--- src/rtl/i2s_speaker_tx_if.sv ---
// Sample handshake and I2S output bundle for the speaker transmitter.
// master: the sample producer / observer side. slave: the transmitter itself.
interface i2s_speaker_tx_if #(
  parameter int SAMPLE_WIDTH = 16
);
  logic                    sample_valid_in;
  logic [SAMPLE_WIDTH-1:0] sample_left_in;
  logic [SAMPLE_WIDTH-1:0] sample_right_in;
  logic                    sample_ready_out;
  logic                    i2s_sck_out;
  logic                    i2s_ws_out;
  logic                    i2s_sd_out;
  logic                    frame_start_out;
  logic                    underrun_out;

  modport master (
    output sample_valid_in, sample_left_in, sample_right_in,
    input  sample_ready_out, i2s_sck_out, i2s_ws_out, i2s_sd_out,
    input  frame_start_out, underrun_out
  );

  modport slave (
    input  sample_valid_in, sample_left_in, sample_right_in,
    output sample_ready_out, i2s_sck_out, i2s_ws_out, i2s_sd_out,
    output frame_start_out, underrun_out
  );
endinterface

--- src/rtl/i2s_speaker_tx.sv ---
// I2S transmitter: divides clk_in down to SCK, runs a 64-slot frame with
// WS/SD updated on SCK falling edges, and feeds each frame from a one-entry
// holding register (zeros plus an underrun pulse when the register is empty).
module i2s_speaker_tx #(
  parameter int CLK_DIV      = 16,
  parameter int SAMPLE_WIDTH = 16
) (
  input  logic           clk_in,
  input  logic           rst_n_in,
  i2s_speaker_tx_if.slave bus
);
  localparam int DIV_W = $clog2(CLK_DIV);
  localparam logic [DIV_W-1:0] DIV_LAST = DIV_W'(CLK_DIV - 1);

  logic [DIV_W-1:0]        div_cnt_reg, div_cnt_next;
  logic                    sck_reg, sck_next;
  logic [5:0]              slot_reg, slot_next;
  logic                    ws_reg, ws_next;
  logic                    sd_reg, sd_next;
  logic [63:0]             shift_reg, shift_next;
  logic                    hold_full_reg, hold_full_next;
  logic [SAMPLE_WIDTH-1:0] hold_left_reg, hold_left_next;
  logic [SAMPLE_WIDTH-1:0] hold_right_reg, hold_right_next;
  logic                    frame_start_reg, frame_start_next;
  logic                    underrun_reg, underrun_next;

  logic        tick;
  logic        fall;
  logic        transfer;
  logic [5:0]  slot_inc;
  logic [63:0] frame_word;

  // Frame image of the held pair: each channel MSB-first at the top of its
  // 32-bit slot, remaining slot bits zero.
  genvar gi;
  generate
    for (gi = 0; gi < 32; gi++) begin : g_slot_bit
      if (gi < SAMPLE_WIDTH) begin : g_data
        assign frame_word[63-gi] = hold_left_reg[SAMPLE_WIDTH-1-gi];
        assign frame_word[31-gi] = hold_right_reg[SAMPLE_WIDTH-1-gi];
      end else begin : g_pad
        assign frame_word[63-gi] = 1'b0;
        assign frame_word[31-gi] = 1'b0;
      end
    end
  endgenerate

  assign tick     = (div_cnt_reg == DIV_LAST);
  assign fall     = tick && sck_reg;
  assign slot_inc = slot_reg + 6'd1;
  // Ready is held low throughout reset, not just after the first clock.
  assign bus.sample_ready_out = rst_n_in && !hold_full_reg;
  assign transfer = bus.sample_valid_in && bus.sample_ready_out;

  // Next-state: divider, slot/WS/SD on fall events, frame load, holding register.
  always_comb begin
    div_cnt_next     = div_cnt_reg + DIV_W'(1);
    sck_next         = sck_reg;
    slot_next        = slot_reg;
    ws_next          = ws_reg;
    sd_next          = sd_reg;
    shift_next       = shift_reg;
    hold_full_next   = hold_full_reg;
    hold_left_next   = hold_left_reg;
    hold_right_next  = hold_right_reg;
    frame_start_next = 1'b0;
    underrun_next    = 1'b0;

    if (tick) begin
      div_cnt_next = '0;
      sck_next     = !sck_reg;
    end

    if (fall) begin
      slot_next = slot_inc;
      // WS switches one slot ahead of each channel's MSB.
      ws_next   = (slot_inc >= 6'd31) && (slot_inc <= 6'd62);
      if (slot_reg == 6'd63) begin
        if (hold_full_reg) begin
          sd_next          = frame_word[63];
          shift_next       = {frame_word[62:0], 1'b0};
          hold_full_next   = 1'b0;
          frame_start_next = 1'b1;
        end else begin
          sd_next       = 1'b0;
          shift_next    = '0;
          underrun_next = 1'b1;
        end
      end else begin
        sd_next    = shift_reg[63];
        shift_next = {shift_reg[62:0], 1'b0};
      end
    end

    // Only possible while empty, so it never collides with the clear above;
    // a pair arriving on the boundary edge waits for the next frame.
    if (transfer) begin
      hold_left_next  = bus.sample_left_in;
      hold_right_next = bus.sample_right_in;
      hold_full_next  = 1'b1;
    end
  end

  // State register with asynchronous clear.
  always_ff @(posedge clk_in or negedge rst_n_in) begin
    if (!rst_n_in) begin
      div_cnt_reg     <= '0;
      sck_reg         <= 1'b0;
      slot_reg        <= 6'd63;
      ws_reg          <= 1'b0;
      sd_reg          <= 1'b0;
      shift_reg       <= '0;
      hold_full_reg   <= 1'b0;
      hold_left_reg   <= '0;
      hold_right_reg  <= '0;
      frame_start_reg <= 1'b0;
      underrun_reg    <= 1'b0;
    end else begin
      div_cnt_reg     <= div_cnt_next;
      sck_reg         <= sck_next;
      slot_reg        <= slot_next;
      ws_reg          <= ws_next;
      sd_reg          <= sd_next;
      shift_reg       <= shift_next;
      hold_full_reg   <= hold_full_next;
      hold_left_reg   <= hold_left_next;
      hold_right_reg  <= hold_right_next;
      frame_start_reg <= frame_start_next;
      underrun_reg    <= underrun_next;
    end
  end

  assign bus.i2s_sck_out     = sck_reg;
  assign bus.i2s_ws_out      = ws_reg;
  assign bus.i2s_sd_out      = sd_reg;
  assign bus.frame_start_out = frame_start_reg;
  assign bus.underrun_out    = underrun_reg;
endmodule

--- src/flat_wrapper.sv ---
// flat-port wrapper written by rule: the top's interface ports become plain ports
module i2s_speaker_tx_flat 
#(
  parameter int CLK_DIV      = 16,
  parameter int SAMPLE_WIDTH = 16
)
  (clk_in, rst_n_in, bus_sample_valid_in, bus_sample_left_in, bus_sample_right_in, bus_sample_ready_out, bus_i2s_sck_out, bus_i2s_ws_out, bus_i2s_sd_out, bus_frame_start_out, bus_underrun_out);
  i2s_speaker_tx_if #(.SAMPLE_WIDTH(SAMPLE_WIDTH)) bus_i ();
  input  logic clk_in;
  input  logic rst_n_in;
  input wire logic [$bits(bus_i.sample_valid_in)-1:0] bus_sample_valid_in;
  input wire logic [$bits(bus_i.sample_left_in)-1:0] bus_sample_left_in;
  input wire logic [$bits(bus_i.sample_right_in)-1:0] bus_sample_right_in;
  output wire logic [$bits(bus_i.sample_ready_out)-1:0] bus_sample_ready_out;
  output wire logic [$bits(bus_i.i2s_sck_out)-1:0] bus_i2s_sck_out;
  output wire logic [$bits(bus_i.i2s_ws_out)-1:0] bus_i2s_ws_out;
  output wire logic [$bits(bus_i.i2s_sd_out)-1:0] bus_i2s_sd_out;
  output wire logic [$bits(bus_i.frame_start_out)-1:0] bus_frame_start_out;
  output wire logic [$bits(bus_i.underrun_out)-1:0] bus_underrun_out;
  assign bus_i.sample_valid_in = bus_sample_valid_in;
  assign bus_i.sample_left_in = bus_sample_left_in;
  assign bus_i.sample_right_in = bus_sample_right_in;
  assign bus_sample_ready_out = bus_i.sample_ready_out;
  assign bus_i2s_sck_out = bus_i.i2s_sck_out;
  assign bus_i2s_ws_out = bus_i.i2s_ws_out;
  assign bus_i2s_sd_out = bus_i.i2s_sd_out;
  assign bus_frame_start_out = bus_i.frame_start_out;
  assign bus_underrun_out = bus_i.underrun_out;
  i2s_speaker_tx #(.CLK_DIV(CLK_DIV), .SAMPLE_WIDTH(SAMPLE_WIDTH)) u_core (.clk_in(clk_in), .rst_n_in(rst_n_in), .bus(bus_i));
endmodule
--- config.mk ---
export PLATFORM = sky130hd
export DESIGN_NAME = i2s_speaker_tx_flat
export DESIGN_NICKNAME = d
export VERILOG_FILES = /design/src/rtl/i2s_speaker_tx_if.sv /design/src/rtl/i2s_speaker_tx.sv /design/src/flat_wrapper.sv
export SDC_FILE = /design/constraint.sdc
export NUM_CORES = 1
export LEC_CHECK = 0
export ABC_CLOCK_PERIOD_IN_PS = 5000
export CAP_MARGIN = 10
export CORE_ASPECT_RATIO = 1.4
export CORE_MARGIN = 3
export CORE_UTILIZATION = 61
export DETAILED_ROUTE_END_ITERATION = 8
export PLACE_DENSITY = 0.84
export SKIP_LAST_GASP = 1
export SYNTH_ARGS = -nofsm -noshare
export SYNTH_HDL_FRONTEND = slang
export SYNTH_SLANG_ARGS = --single-unit
export TNS_END_PERCENT = 5
--- constraint.sdc ---
create_clock -name clk_in -period 5 [get_ports clk_in]
set_clock_uncertainty 0.2 [all_clocks]
set_input_delay 0.5 -clock clk_in [delete_from_list [all_inputs] [get_ports clk_in]]
set_output_delay 0.5 -clock clk_in [all_outputs]
set_load 0.1 [all_outputs]
==> flow_metrics.env, run 1 <==
export IMPL_largest_reg_flops=47
export IMPL_grt_pass1_vias=2648
export IMPL_grtUsageTotal_pct=20.8
export IMPL_reg2reg_slack_ns=2.31
export IMPL_fin_area_um2=4610
export IMPL_vias_per_cell=5.96
export IMPL_grt_max_degree=71
export IMPL_setup_tns_ns=0
export IMPL_crit_path_max_fanout=35
export IMPL_critPathLaunch="u_core.hold_full_reg"
export IMPL_route_vias_total=2718
export IMPL_maxCapViolCount=0
export IMPL_first_iter_violations=164
export IMPL_place_congestion=0.724
export IMPL_fp_dieH_um=103
export IMPL_critPathLaunchType="register"
export IMPL_cp_arrival_ns=2.75
export IMPL_fin_crit_ns=3.45
export IMPL_clock_latency_ns=0.36
export IMPL_num_antenna_cells=0
export IMPL_nets=418
export IMPL_r2r_cells=5
export IMPL_grt_busiest_layer="met2"
export IMPL_post_cts_buffers=0
export IMPL_dr_pass1_iters=4
export IMPL_dp_hpwl_mm=4.63
export IMPL_fin_crit_sh_pct=69.0
export IMPL_power_per_cell_area_nw_per_um2=299
export IMPL_r2r_start="u_core.div_cnt_reg[0]"
export IMPL_routed_wl_mm=7.16
export IMPL_fp_dieArea_um2=7710
export IMPL_cts_buffers=9
export IMPL_avgSynthCellArea_um2=11.6
export IMPL_final_common_cell="dfrtp_1"
export IMPL_htree_levels=3
export IMPL_die_width_um=75.1
export IMPL_grt_pass1_wl_mm=12.3
export IMPL_cts_tree="yes"
export IMPL_hold_viol_final=0
export IMPL_cts_num_sinks=95
export IMPL_drive_above_1_share_pct=16.9
export IMPL_dpl_cell_area_um2=4390
export IMPL_antenna_found_initial=0
export IMPL_peakVddDrop_mv=0.213
export IMPL_yosys_warnings=0
export IMPL_clock_tree_buffer_depth=2
export IMPL_rsz0062_at_grt="false"
export IMPL_fmax_mhz=290
export IMPL_final_antenna_net_count=0
export IMPL_row_count=34
export IMPL_critPathRequiredTime_ns=4.30
export IMPL_synthesis_area_um2=4070
export IMPL_layout_common_cells="89 x dfrtp_1, 39 x clkdlybuf4s50_1, 37 x nand3_1"
export IMPL_nFillCells=429
export IMPL_io_pins=41
export IMPL_ctsHoldBuffers=0
export IMPL_total_power_uw=1380
export IMPL_coreArea_um2=6340
export IMPL_status="completed"
export IMPL_endpoint_kind="primary output"
export IMPL_use_met1_pct=27.8
export IMPL_synth_fp_nets=390
export IMPL_cts_root_buf="clkbuf_8"
export IMPL_relSlewSlack_pct=21.8
export IMPL_setup_viol=0
export IMPL_gr_usage_met2_pct=34.3
export IMPL_path_class="register to primary output"
export IMPL_routedWlPerCell_um=15.7
export IMPL_route_detailed_drc=0
export IMPL_tightest_slew_ns=1.17
export IMPL_r2r_end="u_core.bus.i2s_ws_out"
export IMPL_yosysSeqAreaShare_pct=58.6
export IMPL_synth_ff_latch_count=95
export IMPL_cts_resized_gates=0
export IMPL_overflow=0
export IMPL_finalMaxSlewViolations=0
export IMPL_worstSetupEndpoint="bus_sample_ready_out"
export IMPL_synth_cells=351
export IMPL_p_leak_uw=0.00203
export IMPL_syn_to_final_growth_pct=13.2
export IMPL_hold_class="primary input to asynchronous set/reset pin"
export IMPL_path_clk_slew_ns=0.09
export IMPL_ys_types=34
export IMPL_start_util_pct=64.3
export IMPL_grtUsageMet3_pct=4.39
export IMPL_portBuffers=40
-- critical path, cell delays in order, from the launching register on --
cell             delay [ns]
dfrtp_1                0.83
nor2b_1                0.37
clkdlybuf4s50_1        1.19
-- report_power, final --
part | total (uW) | switching [uW] | internal (uW) | leakage, uW
clock network | 544 | 262 | 282 | 0.000105
registers | 783 | 5.76 | 778 | 0.00127
logic | 50.9 | 20.0 | 30.9 | 0.000650
total | 1380 | 288 | 1090 | 0.00203
-- stage by stage --
step	hold WS, ns	cells	util (%)	setup slack (ns)
floorplan	0.00441	351	-	1.98
global placement	0.263	440	69.2	1.99
detailed placement	0.282	440	69.2	1.98
CTS	0.138	456	72.7	1.57
global route	0.164	456	72.7	1.43
finish	0.118	456	72.7	1.55
-- cells in the mapped netlist --
cell       n  share of area, %
dfstp_2    6               3.9
nand3_1   37               4.5
nor2_1    32               2.9
nor2_8     1              0.49
mux2_2    32               8.8
buf_8      3               1.1
and3b_1    1              0.22
nand4_2    1              0.31
and3_1     2              0.31
a211o_1    1              0.22
or3_1      1              0.15
nand4_1    3              0.46
o221a_2    1              0.28
and3_4     1              0.28
nor2b_1    2              0.31
a21oi_1    2              0.25
xnor2_1    5               1.1
and4_1     1              0.22
a21boi_0   1              0.18
nand2_1   36               3.3
a31oi_1   32               4.9
inv_1      3              0.28
nand2_2    1              0.15
nand3b_1   1              0.18
buf_2     13               1.6
clkbuf_1   3              0.28
buf_4      2              0.37
buf_6      6               1.7
xor2_1     3              0.65
nor3_1     2              0.25
a22o_1    17               3.7
ha_1       4               1.2
dfrtp_1   89                55
o21ai_0    6              0.74
-- routing by layer --
| metal | routed length [um] | up-vias | share of wire [%] |
|---|---|---|---|
| li1 | - | 1291 | - |
| met1 | 3180 | 1371 | 44 |
| met2 | 3700 | 46 | 52 |
| met3 | 196 | 10 | 2.7 |
| met4 | 84 | 0 | 1.2 |
| met5 | 0 | - | 0 |
-- worst min-delay path by stage --
stage	start	end	depth (start not counted)
final	rst_n_in	u_core.hold_left_reg[8]	2
after global routing	rst_n_in	u_core.shift_reg[42]	2
after CTS	rst_n_in	u_core.hold_left_reg[8]	2
after detailed placement	u_core.shift_reg[37]	u_core.shift_reg[38]	1
after global placement	u_core.div_cnt_reg[0]	u_core.div_cnt_reg[0]	1
after floorplan	rst_n_in	u_core.bus.frame_start_out	0
-- area by class of cell --
class                   instances  area (um^2)  area share, %
flip-flops and latches         95         2380           51.7
multi-input cells             226         1470           32.0
inverters                       3         11.3          0.244
well taps                      72         90.1           1.95
repair buffers                 44          428           9.28
clock inverters                 7         97.6           2.12
clock buffers                   9          124           2.69
-- kinds of logic after synthesis --
logic type | after synthesis | share of synthesized area (%)
flip-flops | 95 | 58.6
adder cells (fa/ha/maj) | 4 | 1.23
AND/OR/NAND/NOR | 122 | 14.1
AO/OA/AOI/OAI | 60 | 10.2
buffers and inverters | 30 | 5.28
multiplexers | 32 | 8.85
XOR/XNOR | 8 | 1.72
(Power assumes the default switching activity.)
==> inputs of run 2 (changes only) <==
--- a/config.mk
+++ b/config.mk
@@ -5,13 +5,13 @@
 export SDC_FILE = /design/constraint.sdc
 export NUM_CORES = 1
 export LEC_CHECK = 0
-export ABC_CLOCK_PERIOD_IN_PS = 5000
+export ABC_CLOCK_PERIOD_IN_PS = 2900
 export CAP_MARGIN = 10
 export CORE_ASPECT_RATIO = 1.4
 export CORE_MARGIN = 3
-export CORE_UTILIZATION = 61
+export CORE_UTILIZATION = 51
 export DETAILED_ROUTE_END_ITERATION = 8
-export PLACE_DENSITY = 0.84
+export PLACE_DENSITY = 0.75
 export SKIP_LAST_GASP = 1
 export SYNTH_ARGS = -nofsm -noshare
 export SYNTH_HDL_FRONTEND = slang
==> constraint.sdc (replaced) <==
create_clock -name clk_in -period 2.9 [get_ports clk_in]
set_clock_uncertainty 0.2 [all_clocks]
set_input_delay 0.29 -clock clk_in [delete_from_list [all_inputs] [get_ports clk_in]]
set_output_delay 0.29 -clock clk_in [all_outputs]
set_load 0.1 [all_outputs]
==> flow_metrics.env, run 2 (synthesis results as in run 1) <==
export IMPL_status="completed"
export IMPL_final_common_cell="dfrtp_1"
export IMPL_maxCapViolCount=0
export IMPL_pre_cts_ws_ns=0.858
export IMPL_io_pins=41
export IMPL_routed_wl_mm=7.26
export IMPL_grt_pass1_wl_mm=12.4
export IMPL_cp_arrival_ns=2.11
export IMPL_ctsHoldBuffers=1
export IMPL_fp_dieArea_um2=9110
export IMPL_nets=424
export IMPL_worst_slack_ns=0.829
export IMPL_clock_tree_buffer_depth=2
export IMPL_instances_no_fill=487
export IMPL_relSlewSlack_pct=48.7
export IMPL_crit_path_max_fanout=33
export IMPL_route_vias_total=2698
export IMPL_hold_viol_final=0
export IMPL_finalMaxSlewViolations=0
export IMPL_fin_crit_ns=2.07
export IMPL_layout_common_cells="89 x dfrtp_1, 37 x nand3_1, 36 x nand2_1"
export IMPL_first_iter_violations=151
export IMPL_num_antenna_cells=0
export IMPL_final_antenna_net_count=0
export IMPL_coreArea_um2=7550
export IMPL_nFillCells=590
export IMPL_critPathRequiredTime_ns=2.94
export IMPL_route_detailed_drc=0
export IMPL_r2r_cells=5
export IMPL_cts_root_buf="clkbuf_8"
export IMPL_start_util_pct=54.0
export IMPL_p_leak_uw=0.00209
export IMPL_post_route_util_pct=62.5
export IMPL_cts_resized_gates=0
export IMPL_vias_per_cell=5.54
export IMPL_overflow=0
export IMPL_row_count=37
export IMPL_drive_above_1_share_pct=19.5
export IMPL_htree_levels=3
export IMPL_hold_class="register to register"
export IMPL_critPathLaunchType="primary input"
export IMPL_setup_viol=0
export IMPL_grtUsageTotal_pct=17.5
export IMPL_routedWlPerCell_um=14.9
export IMPL_seqPwrFrac_pct=53.2
export IMPL_rsz0062_at_grt="false"
export IMPL_largest_reg_flops=47
export IMPL_dp_cells=470
export IMPL_die_width_um=81.5
export IMPL_post_cts_buffers=0
export IMPL_cts_buffers=9
export IMPL_fin_crit_sh_pct=71.4
export IMPL_clock_latency_ns=0.36
export IMPL_place_congestion=0.760
export IMPL_grt_pass1_vias=2671
export IMPL_dp_hpwl_mm=4.57
export IMPL_fp_dieH_um=112
export IMPL_endpoint_kind="register"
export IMPL_peakVddDrop_mv=0.359
export IMPL_antenna_found_initial=0
export IMPL_power_share_clock_pct=43.3
export IMPL_syn_to_final_growth_pct=15.8
export IMPL_setup_tns_ns=0
export IMPL_tightest_slew_ns=0.767
export IMPL_p_sw_uw=487
export IMPL_grt_max_degree=62
export IMPL_hold_path_depth=1
export IMPL_portBuffers=40
export IMPL_cts_num_sinks=95
export IMPL_cts_tree="yes"
export IMPL_power_per_cell_area_nw_per_um2=539
export IMPL_p_int_uw=2050
export IMPL_p_sw_share_pct=19.2
export IMPL_dr_pass1_iters=4
export IMPL_fmax_mhz=483
export IMPL_path_class="primary input to register"
export IMPL_combPwrFrac_pct=3.5
export IMPL_path_clk_slew_ns=0.09
## run 2: critical path, cell delays in order
cell and delay (ns):
dlygate4sd3_1 0.53, buf_4 0.14, nor2b_2 0.16, nand2_2 0.57, mux2_2 0.42
## run 2: cell type report
cell class                 count  area (um^2)  share of cell area, %
inverter                       3         11.3                  0.239
sequential                    95         2380                   50.6
multi-input combinational    226         1480                   31.3
clock inverter                 6          133                   2.81
tap                           97          121                   2.57
timing repair buffer          50          460                   9.77
clock buffer                  10          128                   2.71
## run 2: routing by layer
layer	GRT usage, %	vias up	part of all wire (%)
met2	27.9	46	51
met4	6.88	0	1.6
met1	23.1	1341	44
met3	3.96	7	3.5
li1	-	1304	-
met5	0	-	0
## run 2: path summary, 6_finish.rpt
check	from	end	slack, ns
max	rst_n_in	u_core.hold_left_reg[5]	0.83
min	u_core.div_cnt_reg[0]	u_core.div_cnt_reg[0]	0.30
max reg2reg	u_core.slot_reg[1]	u_core.shift_reg[24]	0.84
min reg2reg	u_core.div_cnt_reg[0]	u_core.div_cnt_reg[0]	0.30
max in group asynchronous	rst_n_in	u_core.hold_left_reg[7]	1.09
min in group asynchronous	rst_n_in	u_core.hold_right_reg[14]	0.31
## run 2: through the flow
step	cell area (um^2)	hold WS, ns	total power [uW]
finish	4710	0.304	2540
global route	4710	0.312	2630
CTS	4710	0.300	2570
detailed placement	4440	0.181	1470
global placement	4440	0.167	1470
floorplan	4080	-0.206	1390
## run 2: power groups by stage
stage               sequential (uW)  combinational, uW  clock [uW]
finish                         1350               89.4        1100
global route                   1350                100        1170
CTS                            1350               92.7        1130
detailed placement             1380               91.5           0
global placement               1380               89.5           0
floorplan                      1370               15.3           0
